## config.mk

```make
export PLATFORM = sky130hd
export DESIGN_NAME = fft_loader
export DESIGN_NICKNAME = d
export VERILOG_FILES = /design/src/rtl/fft_loader.sv
export SDC_FILE = /design/constraint.sdc
export NUM_CORES = 1
export LEC_CHECK = 0
export ABC_AREA = 1
export ABC_CLOCK_PERIOD_IN_PS = 3700
export BUFFER_PORTS_ARGS = -buffer_cell sky130_fd_sc_hd__clkbuf_2
export CAP_MARGIN = 0
export CORE_UTILIZATION = 45
export DETAILED_ROUTE_END_ITERATION = 7
export PLACE_DENSITY = 0.78
export RECOVER_POWER = 50
export SYNTH_ARGS = -nofsm -noshare
export SYNTH_HDL_FRONTEND = slang
export SYNTH_SLANG_ARGS = --single-unit
```

## constraint.sdc

```tcl
create_clock -name clk -period 3.7 [get_ports clk]
set_clock_uncertainty 0.15 [all_clocks]
set_input_delay 0.185 -clock clk [delete_from_list [all_inputs] [get_ports clk]]
set_output_delay 0.185 -clock clk [all_outputs]
set_load 0.02 [all_outputs]
```

## src/rtl/fft_loader.sv

```systemverilog
// fft_loader: bit-reversed frame loader with two-bank ping-pong handoff.
// Optional macro FFT_LOADER_SCALE_EN pre-scales each component by 1/N.
module fft_loader #(
  parameter int width = 16,
  parameter int N_2   = 5
) (
  input  logic               clk,
  input  logic               reset_n,
  input  logic               in_valid,
  output logic               in_ready,
  input  logic [2*width-1:0] in_data,
  output logic               wr_en,
  output logic [N_2:0]       wr_addr,
  output logic [2*width-1:0] wr_data,
  output logic               frame_valid,
  output logic               frame_bank,
  input  logic               frame_ack,
  output logic               overflow
);

  logic [N_2-1:0]     index, index_nxt;
  logic               wbank, wbank_nxt;
  logic               rbank, rbank_nxt;
  logic [1:0]         full, full_nxt;
  logic               pend, pend_nxt;
  logic               accept;
  logic               ack_ok;
  logic [2*width-1:0] data_f;

  function automatic logic [N_2-1:0] bitrev(
    input logic [N_2-1:0] v
  );
    logic [N_2-1:0] r;
    r = '0;
    for (int i = 0; i < N_2; i++)
      r[i] = v[N_2-1-i];
    return r;
  endfunction

`ifdef FFT_LOADER_SCALE_EN
  logic signed [width-1:0] re_s;
  logic signed [width-1:0] im_s;
  // Arithmetic shift floors toward -inf, giving 1/N headroom.
  assign re_s = $signed(in_data[2*width-1:width]) >>> N_2;
  assign im_s = $signed(in_data[width-1:0]) >>> N_2;
  assign data_f = {re_s, im_s};
`else
  assign data_f = in_data;
`endif

  assign in_ready    = !full[wbank] && !pend;
  assign accept      = in_valid && in_ready;
  assign ack_ok      = frame_ack && full[rbank];
  assign frame_valid = full[rbank];
  assign frame_bank  = rbank;

  // Next-state for frame position, bank pointers and occupancy.
  always_comb begin
    index_nxt = index;
    wbank_nxt = wbank ^ pend;
    rbank_nxt = rbank ^ ack_ok;
    full_nxt  = full;
    pend_nxt  = 1'b0;
    if (accept) begin
      index_nxt = index + 1'b1;
      pend_nxt  = (index == '1);
    end
    if (pend)
      full_nxt[wbank] = 1'b1;
    if (ack_ok)
      full_nxt[rbank] = 1'b0;
  end

  // Register control state and the RAM write port.
  always_ff @(posedge clk) begin
    if (!reset_n) begin
      index    <= '0;
      wbank    <= 1'b0;
      rbank    <= 1'b0;
      full     <= 2'b00;
      pend     <= 1'b0;
      wr_en    <= 1'b0;
      wr_addr  <= '0;
      wr_data  <= '0;
      overflow <= 1'b0;
    end else begin
      index    <= index_nxt;
      wbank    <= wbank_nxt;
      rbank    <= rbank_nxt;
      full     <= full_nxt;
      pend     <= pend_nxt;
      wr_en    <= accept;
      overflow <= overflow | (in_valid & ~in_ready);
      if (accept) begin
        wr_addr <= {wbank, bitrev(index)};
        wr_data <= data_f;
      end
    end
  end

endmodule

```

# Yosys cells after proc, flatten, opt, wreduce, memory -nomap -nowiden
# Index checks and enable logic that the tools add are counted.
# W data, S select, Z words.
# totals
word_cells	41
in_bits	36
reg_bits	50
# op_classes
magnitude_cmp	4
eq_ne	1
addsub	1
mux	10
bitwise_logic	8
reduce_logical	8
# op_table
operator	n
$mux W1	6
$add A5 B1 Y5 const B	1
$eq A5 B5 Y1 const B	1
$logic_and A1 B1 Y1	5
$lt A1 B2 Y1 const B	2
$mux W2	2
$and A2 B2 Y2	1
$demux W1 S1	2
$ge A1 B1 Y1 const B	2
$logic_not A1 Y1	2
$not A2 Y2	1
$or A2 B2 Y2	1
$reduce_and A2 Y1	1
$xor A1 B1 Y1	2
$and A1 B1 Y1	1
$not A1 Y1	1
$or A1 B1 Y1	1

# Logic depth before layout (Yosys ltp)
# logic_depth
word_depth	8
depth_mapped	7
ltp_nobuf	6

# Worst setup path after synthesis
# OpenSTA, ideal clock, no wires.
# synth_path
path_kind	register to register
startpoint	reg index[0]
endpoint	reg index[4]
n_path_buf	0
period_less_slack_ps	1301
path_slack_ps	2399
setup_time_ps	132
arrival_time_ps	1019
stages_incl_launch_ff	7
cell_sequence	dfxtp_1 -> ha_1 -> nand2_1 -> nor2_1 -> ha_1 -> nand3_1 -> a21oi_1
# synth_via
elab_chain_cells	1
# synth_lines
item	line_no	rtl
start, declared	21	logic [N_2-1:0] index, index_nxt;
start signal, assigned	87	index <= index_nxt;
$add A5 B1 Y5	65	index_nxt = index + 1'b1;
# No other way between the ends.
# A chain may end at the register's enable or synchronous reset.

# Final worst setup path
# layout_path
startpoint	reg wbank
endpoint	out in_ready
# layout_via
elab_chain_cells	4
# layout_lines
item	line_no	rtl
start, declared	22	logic wbank, wbank_nxt;
start signal, assigned	88	wbank <= wbank_nxt;
$mux W1 (not written as such) (2 in series)	51	assign in_ready = !full[wbank] && !pend;
$logic_not A1 Y1	51	
$logic_and A1 B1 Y1	51	
end, declared	10	output logic in_ready,
# No other way between the ends. The select of a mux whose other input is x is not followed.

==> run metrics <==
syn avg cell area 8.104 um^2; layout cells sized above 1 13.39%; Post-route DRC 0; Post-DRT Antenna Nets 0; post-CTS sizing 0; drt total wl 4931 um; Synth Cell Area 0.001921 mm^2; Sw Pwr 264.0 uW; cell internal pwr 756.5 uW; Lkg Pwr 1.047 nW; # nets final 374; CP peak stage delay 0.69 ns; wire per inst 12.77 um; Core ar. 0.004058 mm^2; Crit Path Class register to output port; CTS Sinks 50; slowest cell on the critical path nor2_4; commonest non-fill, non-tap cell in the layout nand2_1; Slew headroom 39.93%; Synth area leader dfxtp_1; GR Util All Layers 22.38%; CTS tree built; CTS H-Tree Depth 2; syn nets 275; routed vias 1978; Worst Path Max Fanout 42; Yosys reg bits 50; Overflow after GRT 0; largest net degree at the start of global routing 48; DRT Pass-1 Iters 5; Final Hold Fails 0; CTS Buf Count 5; clock transition at the registers of the reported paths 0.08 ns; final setup TNS 0 ns; Final Max Slew Viols 0; slew at the pin closest to its max-slew limit 0.8989 ns; clock power share 28.8%; Post-Place Cell Area 0.002255 mm^2; die height 67.33 um; RSZ-0062 raised after global routing false; drt first-iter violations 110; clk buf depth 2; critical path required time 3.37 ns; die width 67.33 um; yosys warns 0; Final Setup Violations 0; DPL Wire Length 2720 um; period utilization 58.93%; filler cell count 367; Site Rows 23; Inserted Diodes 0; I/O pins 79; power per cell area 394.2 mW/mm^2; VDD IR-drop max 0.0002996 V; vias in the first global route 1726; synth unique cells 19; Max-Cap Viols 0; top post-synthesis cells by area dfxtp_1, a21oi_1, nand3_1; Worst EP arrival 1.85 ns; Critical Path End Type output port; most frequent cells in the layout nand2_1, dfxtp_1, a21oi_1, clkbuf_1, nand3_1; post-route cell area 0.002589 mm^2; status complete, no violations; sequential element share of the synthesized area 52.12%; max frequency 458.7 MHz; Reg power frac 56.5%; Yosys top cell area share 52.12%; I/O Buffers 78; initial core utilization 47.33%; drt via density 5.124; root buf cell clkbuf_8; Mapped Cells 237; Layout Area Growth over Synthesis 34.79%; most frequent CP cell nand2_1; fin crit period 2.180 ns; RD Place Congestion 0.8023; critical path launch point type register; Comb power frac 14.7%; Worst-Skew Late Latency 0.30 ns; initial antenna violation count 0; Net Sw Frac 25.87%; first-pass GRT wire length 7548 um; Die ar. 0.004533 mm^2; Min-Delay Path Class input pin to register; CP Cell Sequence nand2_1 > nand2_1 > nor2_4 > clkbuf_2
cell usage after synthesis:
| master | n |
|---|---|
| a211oi_1 | 1 |
| a21oi_1 | 47 |
| buf_2 | 2 |
| buf_4 | 1 |
| buf_6 | 7 |
| clkbuf_1 | 8 |
| dfxtp_1 | 50 |
| ha_1 | 2 |
| inv_1 | 7 |
| inv_2 | 1 |
| nand2_1 | 51 |
| nand3_1 | 43 |
| nand4_1 | 1 |
| nor2_1 | 9 |
| nor2_4 | 1 |
| nor3b_1 | 1 |
| o21ai_0 | 3 |
| or2_2 | 1 |
| xor2_1 | 1 |
cell families (layout without fill, tap and decap cells):
family / Yosys count / count (layout) / synth area share (%)
AND/OR/NAND/NOR: 107 / 107 / 24.56
AO/OA/AOI/OAI: 51 / 51 / 13.42
flip-flops: 50 / 50 / 52.12
buffers and inverters: 26 / 125 / 8.144
adder cells (fa/ha/maj): 2 / 2 / 1.303
XOR/XNOR: 1 / 1 / 0.4561
critical path: cells and delay by family, from the launching register on:
kind	cells	cell delay, ns
buffers and inverters	1	0.30
flip-flops	1	0.35
AND/OR/NAND/NOR	3	0.89
final timing paths:
path                from     endpoint  slack (ns)  cells after the start
max                wbank     in_ready        1.52                      4
min reg2reg     overflow     overflow        0.30                      2
min          in_data[15]  wr_data[15]       0.004                      3
max reg2reg        wbank  wr_data[27]        1.78                      5
state kept, by name, summed over array words and instances (netlist names):
signal,flops
wbank,1
frame_bank,1
overflow,1
index,5
wr_data,32
pend,1
wr_addr,6
wr_en,1
full,2
metrics by stage:
step | util [%] | power, mW | worst slack [ns] | instances | hold slack (ns)
2_1_floorplan | - | 0.6699 | 2.399 | 237 | 0.1351
6_report | 63.80 | 1.021 | 1.520 | 386 | 0.003825
4_1_cts | 65.09 | 1.030 | 1.536 | 386 | 0.002501
3_5_place_dp | 55.57 | 0.7158 | 1.862 | 348 | 0.2692
5_1_grt | 63.80 | 1.064 | 1.399 | 386 | 0.01633
3_3_place_gp | 55.57 | 0.7141 | 1.877 | 348 | 0.2701
routing by layer:
layer  vias up  wire length, um  GRT usage, %
met4         0               61         6.649
met2        66             2516         39.63
met5         -                0             0
li1        986                -             -
met3         8              300         7.264
met1       918             2051         25.34
power by group through the flow:
stage / Sequential [mW] / Combinational [mW] / Clock (mW)
after global placement: 0.588 / 0.126 / 0
after global routing: 0.580 / 0.164 / 0.320
after floorplan: 0.614 / 0.0559 / 0
after detailed placement: 0.589 / 0.127 / 0
final: 0.577 / 0.150 / 0.294
after CTS: 0.576 / 0.153 / 0.301
layout make-up:
type,count,area (um^2),area share (%)
flip-flops and latches,50,1001,38.67
inverters,8,30.03,1.160
multi-input cells,161,763.2,29.48
clock buffers,7,76.32,2.948
well taps,50,62.56,2.417
repair buffers,110,655.6,25.33
what timing repair did:
action,in CTS,in global routing
setup buffers,0,0
hold buffers,31,0
hold endpoints to repair,31,0
(Power assumes the default switching activity.)
